`src/rtl/multi_mem_ctrl.sv`:
```
// Request-side controller for the multi-cycle 16-bit memory.
// Holds each transaction on the memory bus and returns a one-cycle done/err.
module multi_mem_ctrl #(
    parameter int ADDR_WIDTH = 16,
    parameter int TIMEOUT    = 8
) (
    input  logic                  clk,
    input  logic                  rst,
    input  logic                  req,
    input  logic                  req_wr,
    input  logic [ADDR_WIDTH-1:0] req_addr,
    input  logic [15:0]           req_wdata,
    output logic                  busy,
    output logic                  done,
    output logic                  err,
    output logic [15:0]           rdata,
    output logic                  mem_enable,
    output logic                  mem_wr,
    output logic [ADDR_WIDTH-1:0] mem_addr,
    output logic [15:0]           mem_data_in,
    input  logic [15:0]           mem_data_out,
    input  logic                  mem_data_valid
);

    typedef enum logic [1:0] {IDLE, WRITE, READ} state_t;

    state_t                state_q, state_d;
    logic [7:0]            cnt_q, cnt_d;
    logic                  done_q, done_d;
    logic                  err_q, err_d;
    logic [15:0]           rdata_q, rdata_d;
    logic                  mem_enable_q, mem_enable_d;
    logic                  mem_wr_q, mem_wr_d;
    logic [ADDR_WIDTH-1:0] mem_addr_q, mem_addr_d;
    logic [15:0]           mem_data_in_q, mem_data_in_d;
    logic                  timeout_hit;

    assign timeout_hit = (cnt_q == 8'(TIMEOUT - 1));

    always_ff @(posedge clk) begin
        if (rst) begin
            state_q       <= IDLE;
            cnt_q         <= '0;
            done_q        <= 1'b0;
            err_q         <= 1'b0;
            rdata_q       <= '0;
            mem_enable_q  <= 1'b0;
            mem_wr_q      <= 1'b0;
            mem_addr_q    <= '0;
            mem_data_in_q <= '0;
        end else begin
            state_q       <= state_d;
            cnt_q         <= cnt_d;
            done_q        <= done_d;
            err_q         <= err_d;
            rdata_q       <= rdata_d;
            mem_enable_q  <= mem_enable_d;
            mem_wr_q      <= mem_wr_d;
            mem_addr_q    <= mem_addr_d;
            mem_data_in_q <= mem_data_in_d;
        end
    end

    always_comb begin
        state_d = state_q;
        unique case (state_q)
            IDLE: begin
                if (req && !req_addr[0])
                    state_d = req_wr ? WRITE : READ;
            end
            WRITE: state_d = IDLE;
            READ: begin
                if (mem_data_valid || timeout_hit)
                    state_d = IDLE;
            end
            default: state_d = IDLE;
        endcase
    end

    always_comb begin
        cnt_d         = cnt_q;
        done_d        = 1'b0;
        err_d         = 1'b0;
        rdata_d       = rdata_q;
        mem_addr_d    = mem_addr_q;
        mem_data_in_d = mem_data_in_q;
        unique case (state_q)
            IDLE: begin
                if (req) begin
                    mem_addr_d    = req_addr;
                    mem_data_in_d = req_wdata;
                    cnt_d         = '0;
                    done_d        = req_addr[0];
                    err_d         = req_addr[0];
                end
            end
            WRITE: done_d = 1'b1;
            READ: begin
                cnt_d = cnt_q + 8'd1;
                // valid beats a coincident timeout
                if (mem_data_valid) begin
                    rdata_d = mem_data_out;
                    done_d  = 1'b1;
                end else if (timeout_hit) begin
                    done_d = 1'b1;
                    err_d  = 1'b1;
                end
            end
            default: ;
        endcase
        mem_enable_d = (state_d != IDLE);
        mem_wr_d     = (state_d == WRITE);
    end

    assign busy        = (state_q != IDLE);
    assign done        = done_q;
    assign err         = err_q;
    assign rdata       = rdata_q;
    assign mem_enable  = mem_enable_q;
    assign mem_wr      = mem_wr_q;
    assign mem_addr    = mem_addr_q;
    assign mem_data_in = mem_data_in_q;

endmodule

```
`config.mk`:
```
export PLATFORM = sky130hd
export DESIGN_NAME = multi_mem_ctrl
export DESIGN_NICKNAME = d
export VERILOG_FILES = /design/src/rtl/multi_mem_ctrl.sv
export SDC_FILE = /design/constraint.sdc
export NUM_CORES = 1
export LEC_CHECK = 0
export ABC_CLOCK_PERIOD_IN_PS = 3700
export CORE_ASPECT_RATIO = 1.25
export CORE_MARGIN = 8
export CORE_UTILIZATION = 44
export CTS_CLUSTER_DIAMETER = 50
export DETAILED_ROUTE_END_ITERATION = 10
export PLACE_DENSITY = 0.9
export SYNTH_ARGS = -nofsm -noshare
export SYNTH_HDL_FRONTEND = slang
export SYNTH_SLANG_ARGS = --single-unit
```
`constraint.sdc`:
```
create_clock -name clk -period 3.7 [get_ports clk]
set_input_delay 0.74 -clock clk [delete_from_list [all_inputs] [get_ports clk]]
set_output_delay 0.74 -clock clk [all_outputs]
set_load 0.01 [all_outputs]
```
# After elaboration in Yosys (flattened, before gate mapping)
# Cells that the tools add are included.
# Widths: inputs -> output; s select.
dict set report totals {
  mem_bits_ro 0
  n_memories 0
  elab_cells 37
  latchBits 0
  output_inout_bits 53
  regBits 62
  mem_bits_rw 0
}
dict set report classes {
  shifts 0
  multipliers 0
  eq_ne 5
  div_mod_pow 0
  bitwise 0
  n_addsub 1
  order_cmp 0
  n_mux 12
  reduce_logical 10
}
# operator count
set op_table {}
lappend op_table {{$pmux 8 s2} 1}
lappend op_table {{$add 8x1->8 const B} 1}
lappend op_table {{$eq 8x3->1 const B} 1}
lappend op_table {{$mux 8} 1}
lappend op_table {{$mux 2} 3}
lappend op_table {{$reduce_and 2->1} 3}
lappend op_table {{$reduce_bool 2->1} 3}
lappend op_table {{$eq 2x1->1 const B} 2}
lappend op_table {{$mux 1} 4}
lappend op_table {{$pmux 2 s2} 1}
lappend op_table {{$pmux 1 s3} 1}
lappend op_table {{$eq 2x2->1 const B} 1}
lappend op_table {{$logic_not 2->1} 1}
lappend op_table {{$ne 2x2->1 const B} 1}
lappend op_table {{$pmux 1 s2} 1}
lappend op_table {{$logic_and 1x1->1} 1}
lappend op_table {{$logic_not 1->1} 1}
lappend op_table {{$logic_or 1x1->1} 1}

# Longest topological paths before layout
dict set report depth {
  ltp_word 5
  mapped_depth 5
  mapped_depth_nobuf 4
}

# Worst setup path after synthesis
# No wires, ideal clock.
dict set report synth_timing {
  path_type {input -> register}
  startpoint {input req}
  endpoint {register state_q[1]}
  setup_time_ns 0.070
  slack_ns 1.858
  arrival_ns 1.771
  cell_stages 4
  n_path_buf 1
  path_cell_list {or3b_2 > clkbuf_1 > or3_1 > a21oi_1}
}
dict set report synth_between {
  elab_chain_cells 3
}
# element line_no
set synth_rtl {}
lappend synth_rtl {{start: declaration} 9} ;# input logic req,
lappend synth_rtl {{$logic_and 1x1->1} 68} ;# if (req && !req_addr[0])
lappend synth_rtl {{$mux 2} 68}
lappend synth_rtl {{$pmux 2 s2} 66} ;# unique case (state_q)
lappend synth_rtl {{end signal: assignment} 52} ;# state_q <= state_d;
lappend synth_rtl {{end: declaration} 27} ;# state_t state_q, state_d;
# No other way between the ends.
# A chain may end at the register's enable or synchronous reset.

# Worst setup path in the final report
dict set report layout_timing {
  startpoint {register state_q[0]}
  endpoint {output busy}
}
dict set report layout_between {
  elab_chain_cells 1
}
# element line_no
set layout_rtl {}
lappend layout_rtl {{$reduce_bool 2->1} 115} ;# assign busy = (state_q != IDLE);
lappend layout_rtl {{end: declaration} 13} ;# output logic busy,
# No other way between the ends.

==> qor.txt <==
Outcome: finished, final reports clean
Initial core utilization: 45.8%
Largest family of logic cells by synthesized area: simple AND/OR/NAND/NOR gates
Syn nets: 339
Setup CP Type: reg2out
Hold Crit Endpoint: mem_data_in[11]
Max-slew violations: 0
Layout cell share with drive strength beyond 1: 6.46%
Number of diodes: 0
Hold Path Class: reg2reg
Rows: 29
Core Box Area: 0.00508 mm2
H-tree Lvls: 3
Worst reg2reg path startpoint: state_q[0]
Initial DRT Pass Iterations: 4
Yosys top cell by area: dfxtp_1
Worst hold start: mem_data_in[11]
Die Ht: 97.3 um
Final Cycle Share: 66.3%
Port Buffers: 105
# resized after CTS: 0
Placed Cells: 433
Clock share of power: 37.6%
Synth Area per Inst: 8.17 um2
Hold WS: 0.450 ns
Unrepaired setup endpoints after global routing: no
Final net count: 436
Clock-pin slew on the worst setup and hold paths: 0.06 ns
Worst-margin pin slew: 0.767 ns
Die area: 0.00789 mm2
Die Span X: 81.1 um
WP data arrival: 1.71 ns
Global-route wire length before repair: 10,700 um
GRT overflow: 0
FMAX: 408 MHz
EDFF count, synth: 0
Syn. warnings: 0
Post-synth ARST share: 0%
Final setup violation count: 0
Worst VDD drop: 0.326 mV
#FFs+latches synth: 62
Insertion delay to the later sink of the worst-skew pair: 0.33 ns
Post-Synthesis Cells: 285
PD cells: 407 mW/mm2
DR iter-0 viols: 101
Final Hold Viols: 0
LEAKAGE: 0.00129 uW
Post-Synth Adder-Cell Area: 0.537%
Reg2Reg Setup Slack: 1.71 ns
Worst endpoint required time: 2.96 ns
Fin cells: 449
Synth Area in XOR/XNOR: 0%
Mux cell area share after synthesis: 0.913%
Antenna violations before repair: 0
GP Congestion: 0.858
Worst R2R End: cnt_q[6]
Synth Area in Compound Gates: 16.9%
Worst setup margin: 1.25 ns
Post-synthesis sequential area ratio: 53.3%
Synth Area in Simple Gates: 24.7%
Max_cap viols: 0
Hold_buf cts: 0
Crit. End Element: output pin
Reg2Reg Depth: 3
Final WL: 6470 um
Tot GR Track Use: 17.0%
CTS tree: built
CTS sink cnt: 62
DRC: 0
Synth area leaders: dfxtp_1 (53%), nand2_1 (16%), a21oi_1 (12%), clkbuf_1 (2.7%), nor3b_1 (1.3%)
Post-route antenna net violation count: 0
Avg WL per Cell: 14.4 um
Area grow syn2layout: 53.5%
Final TNS setup: 0 ns
IO Count: 106
DR vias/cell: 5.03
Post-DP HPWL: 4730 um
Post-CTS setup buffer count: 0
Relative slew slack: 48.8%
P_sw: 340 uW
Post-synth top area share: 53.3%
Worst-path fanout max: 14
Setup crit start kind: flop
Worst Setup SP: state_q[0]
Sequential fraction of design power: 48.8%
Min Tclk post-route: 2.45 ns
Post-Syn Area: 0.00233 mm2
Switching part of the total: 23.3%
Library cells used by synthesis: 40
Clock root buffer: clkbuf_8
Largest net degree at the start of global routing: 39
Pint: 1120 uW
Via count: 2,260
Combinational power share: 13.6%
Worst Skew: 0.00549 ns
Clock Path Buffers: 2
Ys flop type: dfxtp_1
TritonCTS buffer count: 9
Pre-CTS setup slack: 0.997 ns
Hold depth: 2
Vias in the first global route: 2,283
[metrics by stage]
stage | utilization, % | area, um2 | total power (uW)
CTS | 70.3 | 3570 | 1470
detailed placement | 66.8 | 3390 | 924
finish | 70.3 | 3570 | 1460
floorplan | - | 2330 | 799
global route | 70.3 | 3570 | 1530
global placement | 66.8 | 3390 | 919
[cell type report]
cell class	instances	area (um2)
sequential	62	1240
clock inverter	5	50.0
timing repair buffer	107	1060
tap	62	77.6
inverter	1	3.75
multi-input combinational	201	1010
clock buffer	11	131
fill	431	1510
[power groups by stage]
stage          clock [uW]  combinational [uW]  sequential (uW)
5_1_grt               598                 217              712
2_1_floorplan           0                64.7              734
6_report              548                 198              710
3_3_place_gp            0                 196              723
3_5_place_dp            0                 200              724
4_1_cts               564                 201              710
[flip-flops by register name, summed over array words and instances (netlist names)]
register / cells
rdata: 16
err: 1
cnt_q: 8
done: 1
mem_wr: 1
state_q: 2
mem_data_in: 16
mem_addr: 16
mem_enable: 1
[synthesized netlist by cell type (2+ instances only)]
library cell,n
a211oi_1,3
a21oi_1,54
nor3b_1,4
buf_2,2
a31o_2,2
dfxtp_1,62
clkbuf_1,17
buf_1,2
nand2_1,101
nand2b_1,2
or3_1,3
nand3_1,4
nor2_1,2
[worst max path at each step]
stage                  to  slack [ns]
2_1_floorplan  state_q[1]        1.86
6_report             busy        1.25
5_1_grt              busy        1.16
3_3_place_gp   state_q[1]        1.01
4_1_cts              busy        1.23
3_5_place_dp   state_q[1]         1.0
[cells by family (layout without fill, tap and decap cells)]
kind of cell / Yosys count / in the layout
buf+inv: 22 / 124
fa+ha+maj: 1 / 1
mux: 2 / 2
compound gates: 69 / 69
simple gates: 129 / 129
flops: 62 / 62
[layer usage]
metal / GRT usage (%) / up-vias / routed length, um / share of wire [%]
li1: - / 1153 / - / -
met1: 18.4 / 1007 / 2610 / 40
met2: 27.4 / 85 / 3050 / 47
met3: 7.50 / 15 / 663 / 10
met4: 7.72 / 0 / 146 / 2.3
met5: 0 / - / 0 / 0
[layout by cell type (no fill, tap or decap), drive strengths merged, types with 2 or more instances in the layout]
master         netlist  layout
a211oi               4       4
a21oi               54      54
a31o                 2       2
buf                  4       3
clkbuf              17      11
clkdlybuf4s50        0     104
clkinv               0       4
dfxtp               62      62
nand2              101     101
nand2b               2       2
nand3                4       4
nor2                 2       2
nor3b                5       5
or3                  3       3
or4                  2       2
[worst max-delay path, cell delays in order, from the launching register on]
cell and delay, ns:
dfxtp_1 0.64, or2_2 0.20, clkdlybuf4s50_1 0.54
(Power assumes the default switching activity.)
